**src/rtl/platform_nios_oci_dct_ctrl.sv**
```systemverilog
// platform_nios_oci_dct_ctrl
//   Sequencing controller for the Nios OCI compressed-trace (DCT) buffer.
//   2-bit trace atoms are packed into a 30-bit accumulator, slot k at bits
//   [2k+1:2k]. Completed (15 atoms) or flushed frames are committed into a
//   separate output frame register and offered to the trace FIFO over a
//   valid/ready handshake. This lets capture continue while a frame waits
//   for the FIFO.
//
// Ports
//   clk, reset_n             rising-edge clock, asynchronous active-low reset
//   trc_on                   trace enable; its registered falling edge flushes
//   atom_valid, atom_data    atom strobe and payload
//   flush                    single-cycle request to emit a partial frame
//   ovf_clr                  clears the sticky overflow flag
//   frame_valid/ready        output handshake
//   frame_data, frame_count  held frame and its atom count (1..15)
//   dct_buffer, dct_count    live accumulator contents and atom count
//   overflow                 sticky: an atom was dropped while FULL
//   frame_seq                (DCT_FRAME_SEQ_EN only) per-commit sequence number
//
// Optional feature macro: DCT_FRAME_SEQ_EN
module platform_nios_oci_dct_ctrl #(
  parameter int unsigned ATOM_W = 2,
  parameter int unsigned ATOMS  = 15,
  parameter int unsigned CNT_W  = 4
) (
  input  logic                      clk,
  input  logic                      reset_n,
  input  logic                      trc_on,
  input  logic                      atom_valid,
  input  logic [ATOM_W-1:0]         atom_data,
  input  logic                      flush,
  input  logic                      ovf_clr,
  output logic                      frame_valid,
  input  logic                      frame_ready,
  output logic [ATOM_W*ATOMS-1:0]   frame_data,
  output logic [CNT_W-1:0]          frame_count,
  output logic [ATOM_W*ATOMS-1:0]   dct_buffer,
  output logic [CNT_W-1:0]          dct_count,
`ifdef DCT_FRAME_SEQ_EN
  output logic [3:0]                frame_seq,
`endif
  output logic                      overflow
);

  localparam int unsigned BUF_W = ATOM_W * ATOMS;

  localparam logic [0:0] ST_FILL = 1'b0;
  localparam logic [0:0] ST_FULL = 1'b1;

  logic [0:0]       state_q, state_d;
  logic [BUF_W-1:0] buf_q, buf_d;
  logic [CNT_W-1:0] cnt_q, cnt_d;
  logic             flush_pend_q, flush_pend_d;
  logic             trc_on_q;
  logic             fvalid_q, fvalid_d;
  logic [BUF_W-1:0] fdata_q, fdata_d;
  logic [CNT_W-1:0] fcount_q, fcount_d;
  logic             ovf_q, ovf_d;

  logic slot_free;
  logic accept;
  logic trc_fall;
  logic commit;
  logic drop;
  logic clear_pend;

`ifdef DCT_FRAME_SEQ_EN
  logic [3:0] seq_cnt_q, seq_cnt_d;
  logic [3:0] fseq_q, fseq_d;
`endif

  always_comb begin
    slot_free = !fvalid_q || frame_ready;
    accept    = atom_valid && trc_on;
    trc_fall  = trc_on_q && !trc_on;

    commit = 1'b0;
    drop   = 1'b0;
    if (state_q == ST_FILL) begin
      if (flush_pend_q && (cnt_q != '0) && slot_free) commit = 1'b1;
    end else begin
      if (slot_free)   commit = 1'b1;
      else if (accept) drop   = 1'b1;
    end

    state_d = state_q;
    buf_d   = buf_q;
    cnt_d   = cnt_q;
    if (commit) begin
      // An atom arriving with the commit starts the fresh accumulator.
      state_d = ST_FILL;
      buf_d   = '0;
      cnt_d   = '0;
      if (accept) begin
        buf_d[ATOM_W-1:0] = atom_data;
        cnt_d             = CNT_W'(1);
      end
    end else if ((state_q == ST_FILL) && accept) begin
      for (int unsigned i = 0; i < ATOMS; i++) begin
        if (CNT_W'(i) == cnt_q) buf_d[i*ATOM_W +: ATOM_W] = atom_data;
      end
      cnt_d = cnt_q + CNT_W'(1);
      if (cnt_q == CNT_W'(ATOMS - 1)) state_d = ST_FULL;
    end

    // A pending flush is consumed by any commit (including a FULL commit) or
    // dropped when there is nothing to emit. A new request arriving in the
    // same cycle re-arms it for the fresh accumulator.
    clear_pend   = commit || ((state_q == ST_FILL) && (cnt_q == '0));
    flush_pend_d = (flush_pend_q && !clear_pend) || flush || trc_fall;

    fvalid_d = fvalid_q;
    fdata_d  = fdata_q;
    fcount_d = fcount_q;
    if (commit) begin
      fvalid_d = 1'b1;
      fdata_d  = buf_q;
      fcount_d = cnt_q;
    end else if (frame_ready) begin
      fvalid_d = 1'b0;
    end

    ovf_d = ovf_q;
    if (drop)         ovf_d = 1'b1;
    else if (ovf_clr) ovf_d = 1'b0;

`ifdef DCT_FRAME_SEQ_EN
    seq_cnt_d = seq_cnt_q;
    fseq_d    = fseq_q;
    if (commit) begin
      fseq_d    = seq_cnt_q;
      seq_cnt_d = seq_cnt_q + 4'd1;
    end
`endif
  end

  always_ff @(posedge clk or negedge reset_n) begin
    if (!reset_n) begin
      state_q      <= ST_FILL;
      buf_q        <= '0;
      cnt_q        <= '0;
      flush_pend_q <= 1'b0;
      trc_on_q     <= 1'b0;
      fvalid_q     <= 1'b0;
      fdata_q      <= '0;
      fcount_q     <= '0;
      ovf_q        <= 1'b0;
    end else begin
      state_q      <= state_d;
      buf_q        <= buf_d;
      cnt_q        <= cnt_d;
      flush_pend_q <= flush_pend_d;
      trc_on_q     <= trc_on;
      fvalid_q     <= fvalid_d;
      fdata_q      <= fdata_d;
      fcount_q     <= fcount_d;
      ovf_q        <= ovf_d;
    end
  end

`ifdef DCT_FRAME_SEQ_EN
  always_ff @(posedge clk or negedge reset_n) begin
    if (!reset_n) begin
      seq_cnt_q <= '0;
      fseq_q    <= '0;
    end else begin
      seq_cnt_q <= seq_cnt_d;
      fseq_q    <= fseq_d;
    end
  end

  assign frame_seq = fseq_q;
`endif

  assign frame_valid = fvalid_q;
  assign frame_data  = fdata_q;
  assign frame_count = fcount_q;
  assign dct_buffer  = buf_q;
  assign dct_count   = cnt_q;
  assign overflow    = ovf_q;

endmodule

```
**config.mk**
```make
export PLATFORM = sky130hd
export DESIGN_NAME = platform_nios_oci_dct_ctrl
export DESIGN_NICKNAME = d
export VERILOG_FILES = /design/src/rtl/platform_nios_oci_dct_ctrl.sv
export SDC_FILE = /design/constraint.sdc
export NUM_CORES = 1
export LEC_CHECK = 0
export BUFFER_PORTS_ARGS = -buffer_cell sky130_fd_sc_hd__buf_2
export CAP_MARGIN = 20
export CELL_PAD_IN_SITES_DETAIL_PLACEMENT = 1
export CELL_PAD_IN_SITES_GLOBAL_PLACEMENT = 1
export CORE_UTILIZATION = 43
export CTS_BUF_LIST = sky130_fd_sc_hd__clkbuf_8
export DETAILED_ROUTE_END_ITERATION = 12
export GPL_TIMING_DRIVEN = 0
export PLACE_DENSITY = 0.88
export SYNTH_ARGS = -nofsm -noshare
export SYNTH_HDL_FRONTEND = slang
export SYNTH_SLANG_ARGS = --single-unit
```
**constraint.sdc**
```tcl
create_clock -name clk -period 2.55 [get_ports clk]
set_input_delay 0.3825 -clock clk [delete_from_list [all_inputs] [get_ports clk]]
set_output_delay 0.3825 -clock clk [all_outputs]
set_load 0.1 [all_outputs]
```
Yosys cells after proc, flatten, opt, wreduce, memory -nomap -nowiden --
Cells that the tools add are included.
Cells by class: $mul 0, shift-type cells 0, add/subtract/negate cells 1, eq/ne operators 15, bitwise gates (word level) 1, reduce and logical (&&, ||, !) cells 51, $lt $le $gt $ge 0, multiplexer cells 34, divide/modulo/power cells 0
Operator list (number):
- $mux W30 | 2
- $reduce_bool A2 Y1 | 19
- $mux W2 | 16
- $reduce_and A2 Y1 | 16
- $eq A4 B4 Y1 const A | 7
- $eq A3 B4 Y1 const A | 4
- $mux W1 | 14
- $eq A2 B4 Y1 const A | 2
- $mux W4 | 2
- $logic_and A1 B1 Y1 | 7
- $add A4 B1 Y4 const B | 1
- $eq A1 B4 Y1 const A | 1
- $eq A4 B4 Y1 const B | 1
- $logic_not A4 Y1 | 1
- $logic_or A1 B1 Y1 | 4
- $reduce_bool A4 Y1 | 1
- $logic_not A1 Y1 | 3
- $not A1 Y1 | 1
Word-level totals: latch bits 0, memory bits (read-only) 0, output and inout bits 70, logic and storage cells 125, bits in writable memories 0, register bits after elaboration 73, memories kept 0, bits of input ports 9

Longest topological paths before layout --
depth in word-level cells 10, mapped depth 7, mapped depth without buffers 6

Worst setup path after synthesis --
No wires, ideal clock.
path type reg2reg, start register cnt_q[0], in the netlist dct_count[0], end register fdata_q[16], in the netlist frame_data[16], buffers on the path 2, arrival time 2.386 ns, data required time 2.424 ns, period minus slack after synthesis 2.512 ns, cell stages (with the launch flop) 8, path slack 0.038 ns, library setup time 0.126 ns, path through dfrtp_1 inv_1 ha_1 or4b_4 nor2b_4 buf_6 buf_8 mux2_4
Between the ends: longest elaborated chain between the ends 5
Ends and longest elaborated chain:
- start, declared | line 53 | logic [CNT_W-1:0] cnt_q, cnt_d;
- start signal, assigned | line 152 | cnt_q <= cnt_d;
- $reduce_bool A4 Y1 | line 81 | if (flush_pend_q && (cnt_q != '0) && slot_free) commit = 1'b1;
- $logic_and A1 B1 Y1 (2 in series) | line 81
- $mux W1 | line 81
- $mux W1 | line 80 | if (state_q == ST_FILL) begin
- end signal, assigned | line 156 | fdata_q <= fdata_d;
- end, declared | line 57 | logic [BUF_W-1:0] fdata_q, fdata_d;
No other way between the ends. A chain may end at the register's enable or synchronous reset.

Final worst setup path --
start register cnt_q[0], in the netlist dct_count[0], end register buf_q[10], in the netlist dct_buffer[10]
Between the ends: longest elaborated chain between the ends 7, elaborated cells on any way between the ends 10, those cells by class eq/ne (1); mux (3); reduce/logical (6)
Ends and longest elaborated chain:
- $reduce_bool A4 Y1 | line 81
- $logic_and A1 B1 Y1 (2 in series) | line 81
- $mux W1 | line 81
- $mux W1 | line 80
- $reduce_bool A2 Y1 (no line)
- $reduce_and A2 Y1 (no line)
- end signal, assigned | line 151 | buf_q <= buf_d;
- end, declared | line 52 | logic [BUF_W-1:0] buf_q, buf_d;
Several ways; a longest one is shown, not always the timed one.

==> flow_metrics.env <==
export IMPL_final_cell_mix="79 x buf_2, 73 x dfrtp_1, 28 x nand2_1"
export IMPL_cap_violations=0
export IMPL_mappedNetlistArea_sq_um=3110
export IMPL_post_cts_buffers=0
export IMPL_seqCellArea_sq_um=1830
export IMPL_antenna_found_initial=0
export IMPL_met2_usage_pct=37.5
export IMPL_worstMarginPinSlew_ns=0.914
export IMPL_grt_util_met1_pct=30.0
export IMPL_mostFrequentLayoutCell="buf_2"
export IMPL_synth_compound_area_share_pct=9.71
export IMPL_min_from="trc_on"
export IMPL_ir_worst_vdd_v=0.000738
export IMPL_max_stage_delay_ns=0.51
export IMPL_worst_slack_ns=0.172
export IMPL_synth_edf_count=0
export IMPL_seq_area_frac_synth_pct=58.8
export IMPL_tritoncts="built"
export IMPL_dpl_worst_slack_ns=0.217
export IMPL_p_leak_nw=2.02
export IMPL_die_x_um=87.0
export IMPL_synth_simple_area_share_pct=10.3
export IMPL_crit_start="dct_count[0]"
export IMPL_finalCriticalPeriod_ns=2.38
export IMPL_use_met3_pct=4.74
export IMPL_arrival_ns=2.65
export IMPL_synthToLayoutAreaGrowth_pct=22.7
export IMPL_path_delay_family="simple AND/OR/NAND/NOR gates"
export IMPL_rsz0062_at_grt="no"
export IMPL_status="complete, no violations"
export IMPL_end_kind="register"
export IMPL_path_buf_inv=3
export IMPL_cp_slowest_cell="dfrtp_1"
export IMPL_antennaDiodeCount=0
export IMPL_fillers=768
export IMPL_drive_gt1_share_pct=38.1
export IMPL_synth_seq_cells=73
export IMPL_hold_class="input pin to register"
export IMPL_finalSetupTns_ns=0
export IMPL_totalWireLength_mm=8.27
export IMPL_port_buffers=77
export IMPL_initial_utilization_pct=45.2
export IMPL_timing_rr_start="dct_count[0]"
export IMPL_fp_dieH_um=87.0
export IMPL_synthArstFlopShare_pct=100
export IMPL_ys_types=32
export IMPL_synth_adder_area_share_pct=1.61
export IMPL_synthCells=261
export IMPL_drt_initial_drc_count=136
export IMPL_clk_pin_slew_worst_paths_ns=0.08
export IMPL_drc_errors=0
export IMPL_crit_required_ns=2.82
export IMPL_drtPass1Iterations=4
export IMPL_fin_nets=362
export IMPL_holdWs_ns=0.150
export IMPL_dpl_hpwl_mm=5.52
export IMPL_avgSynthCellArea_sq_um=11.9
export IMPL_powerDensity_nw_per_um2=1150
export IMPL_syn_num_nets=274
export IMPL_avgViaCountPerCell=5.32
export IMPL_die_area_sq_um=7570
export IMPL_hold_viol=0
export IMPL_startpoint_type="register"
export IMPL_cts_resized=0
export IMPL_synthMuxAreaShare_pct=15.8
export IMPL_crit_chain="inv_1, ha_1, or4b_4, nor2b_4, buf_2, buf_1, a21oi_1"
export IMPL_fmax_mhz=421
export IMPL_cts_buffer_depth=2
export IMPL_crit_type="register to register"
export IMPL_holdBufCountCts=0
export IMPL_grt_pass1_wl_mm=13.3
export IMPL_synthFlopType="dfrtp_1"
export IMPL_track_usage_pct=23.6
export IMPL_drv_slew=0
export IMPL_cts_root_buffer="clkbuf_8"
export IMPL_setup_violations=0
export IMPL_path_max_fanout=10
export IMPL_clock_latency_ns=0.36
export IMPL_gr_max_usage_layer="met2"
export IMPL_utilization_pct=55.5
export IMPL_cts_sinks=73
export IMPL_grt_max_degree=74
export IMPL_multiInputGateArea_sq_um=1180
export IMPL_period_share_pct=93.3
export IMPL_io_pins=79
export IMPL_drtAntennaViolNets=0
export IMPL_relSlewSlack_pct=39.0
export IMPL_htree_levels=3
export IMPL_finalWeightedCongestion=0.802
export IMPL_grt_overflow=0
export IMPL_synth_top_family_by_area="multiplexers"
export IMPL_finClkSkew_ns=0.00740
export IMPL_wl_per_cell_um=18.4
export IMPL_yosys_area_share_xor_xnor_pct=0.564
export IMPL_route_vias_total=2395
export IMPL_cts_buffers=9
export IMPL_grt_pass1_vias=2553
export IMPL_num_rows=30
export IMPL_core_sq_um=6870
export IMPL_ys_warn_count=0
layout make-up:
| cell class | instances | area share [%] |
|---|---|---|
| well taps | 96 | 3.15 |
| clock inverters | 6 | 1.54 |
| repair buffers | 77 | 10.2 |
| clock buffers | 10 | 3.61 |
| inverters | 3 | 0.296 |
| multi-input cells | 170 | 31.0 |
| plain buffers | 15 | 2.27 |
| flip-flops and latches | 73 | 47.9 |
power by group:
part           switching, W  internal (W)
Sequential         0.000116       0.00130
Combinational       0.00161      0.000440
Clock              0.000441      0.000471
routing by layer:
metal	vias up	wire, um
li1	1077	-
met1	1214	3520
met2	78	4100
met3	26	364
met4	0	285
met5	-	0
cell families after synthesis:
logic type / after synthesis
buffers and inverters: 18
adders and majority gates: 4
DFF: 73
xor gates and xnor gates: 2
AOI/OAI and AO/OA: 56
and+or+nand+nor: 67
muxes: 41
cell usage after synthesis (4+ instances only):
cell | n | area [sq um]
o21ai_0 | 24 | 120
nor2_1 | 21 | 78.8
mux2_4 | 10 | 150
mux2_2 | 25 | 282
ha_1 | 4 | 50.1
nand4b_1 | 4 | 35.0
dfrtp_1 | 73 | 1830
mux2i_1 | 6 | 60.1
a21oi_1 | 25 | 125
nand2_1 | 28 | 105
clkbuf_1 | 7 | 26.3
per-stage QoR:
stage,power [W],instance area (sq um),instances
floorplan,0.00308,3110,261
global placement,0.00343,3610,434
detailed placement,0.00348,3610,434
CTS,0.00440,3810,450
global route,0.00454,3810,450
finish,0.00438,3810,450
worst reg2reg max path, cell delays in order (launching register included):
cell and delay (ns):
dfrtp_1 0.51, inv_1 0.14, ha_1 0.19, or4b_4 0.51, nor2b_4 0.16, buf_2 0.22, buf_1 0.31, a21oi_1 0.24
final timing paths:
path                                  endpoint  slack, ns  cells past startpoint
worst max-delay path            dct_buffer[10]       0.17                      7
worst min-delay path                  trc_on_q       0.15                      1
worst max register to register  dct_buffer[10]       0.17                      7
worst min register to register  frame_count[0]       0.50                      1
max in group asynchronous       frame_data[14]       1.80                      1
min in group asynchronous        dct_buffer[2]       0.17                      1
state kept, by name, indices dropped and copies added, names as in the netlist:
| name | cells |
|---|---|
| dct_buffer | 30 |
| frame_data | 30 |
| dct_count | 4 |
| frame_count | 4 |
| flush_pend_q | 1 |
| frame_valid | 1 |
| overflow | 1 |
| state_q | 1 |
| trc_on_q | 1 |
No activity file was read; power rests on OpenSTA's default activity.
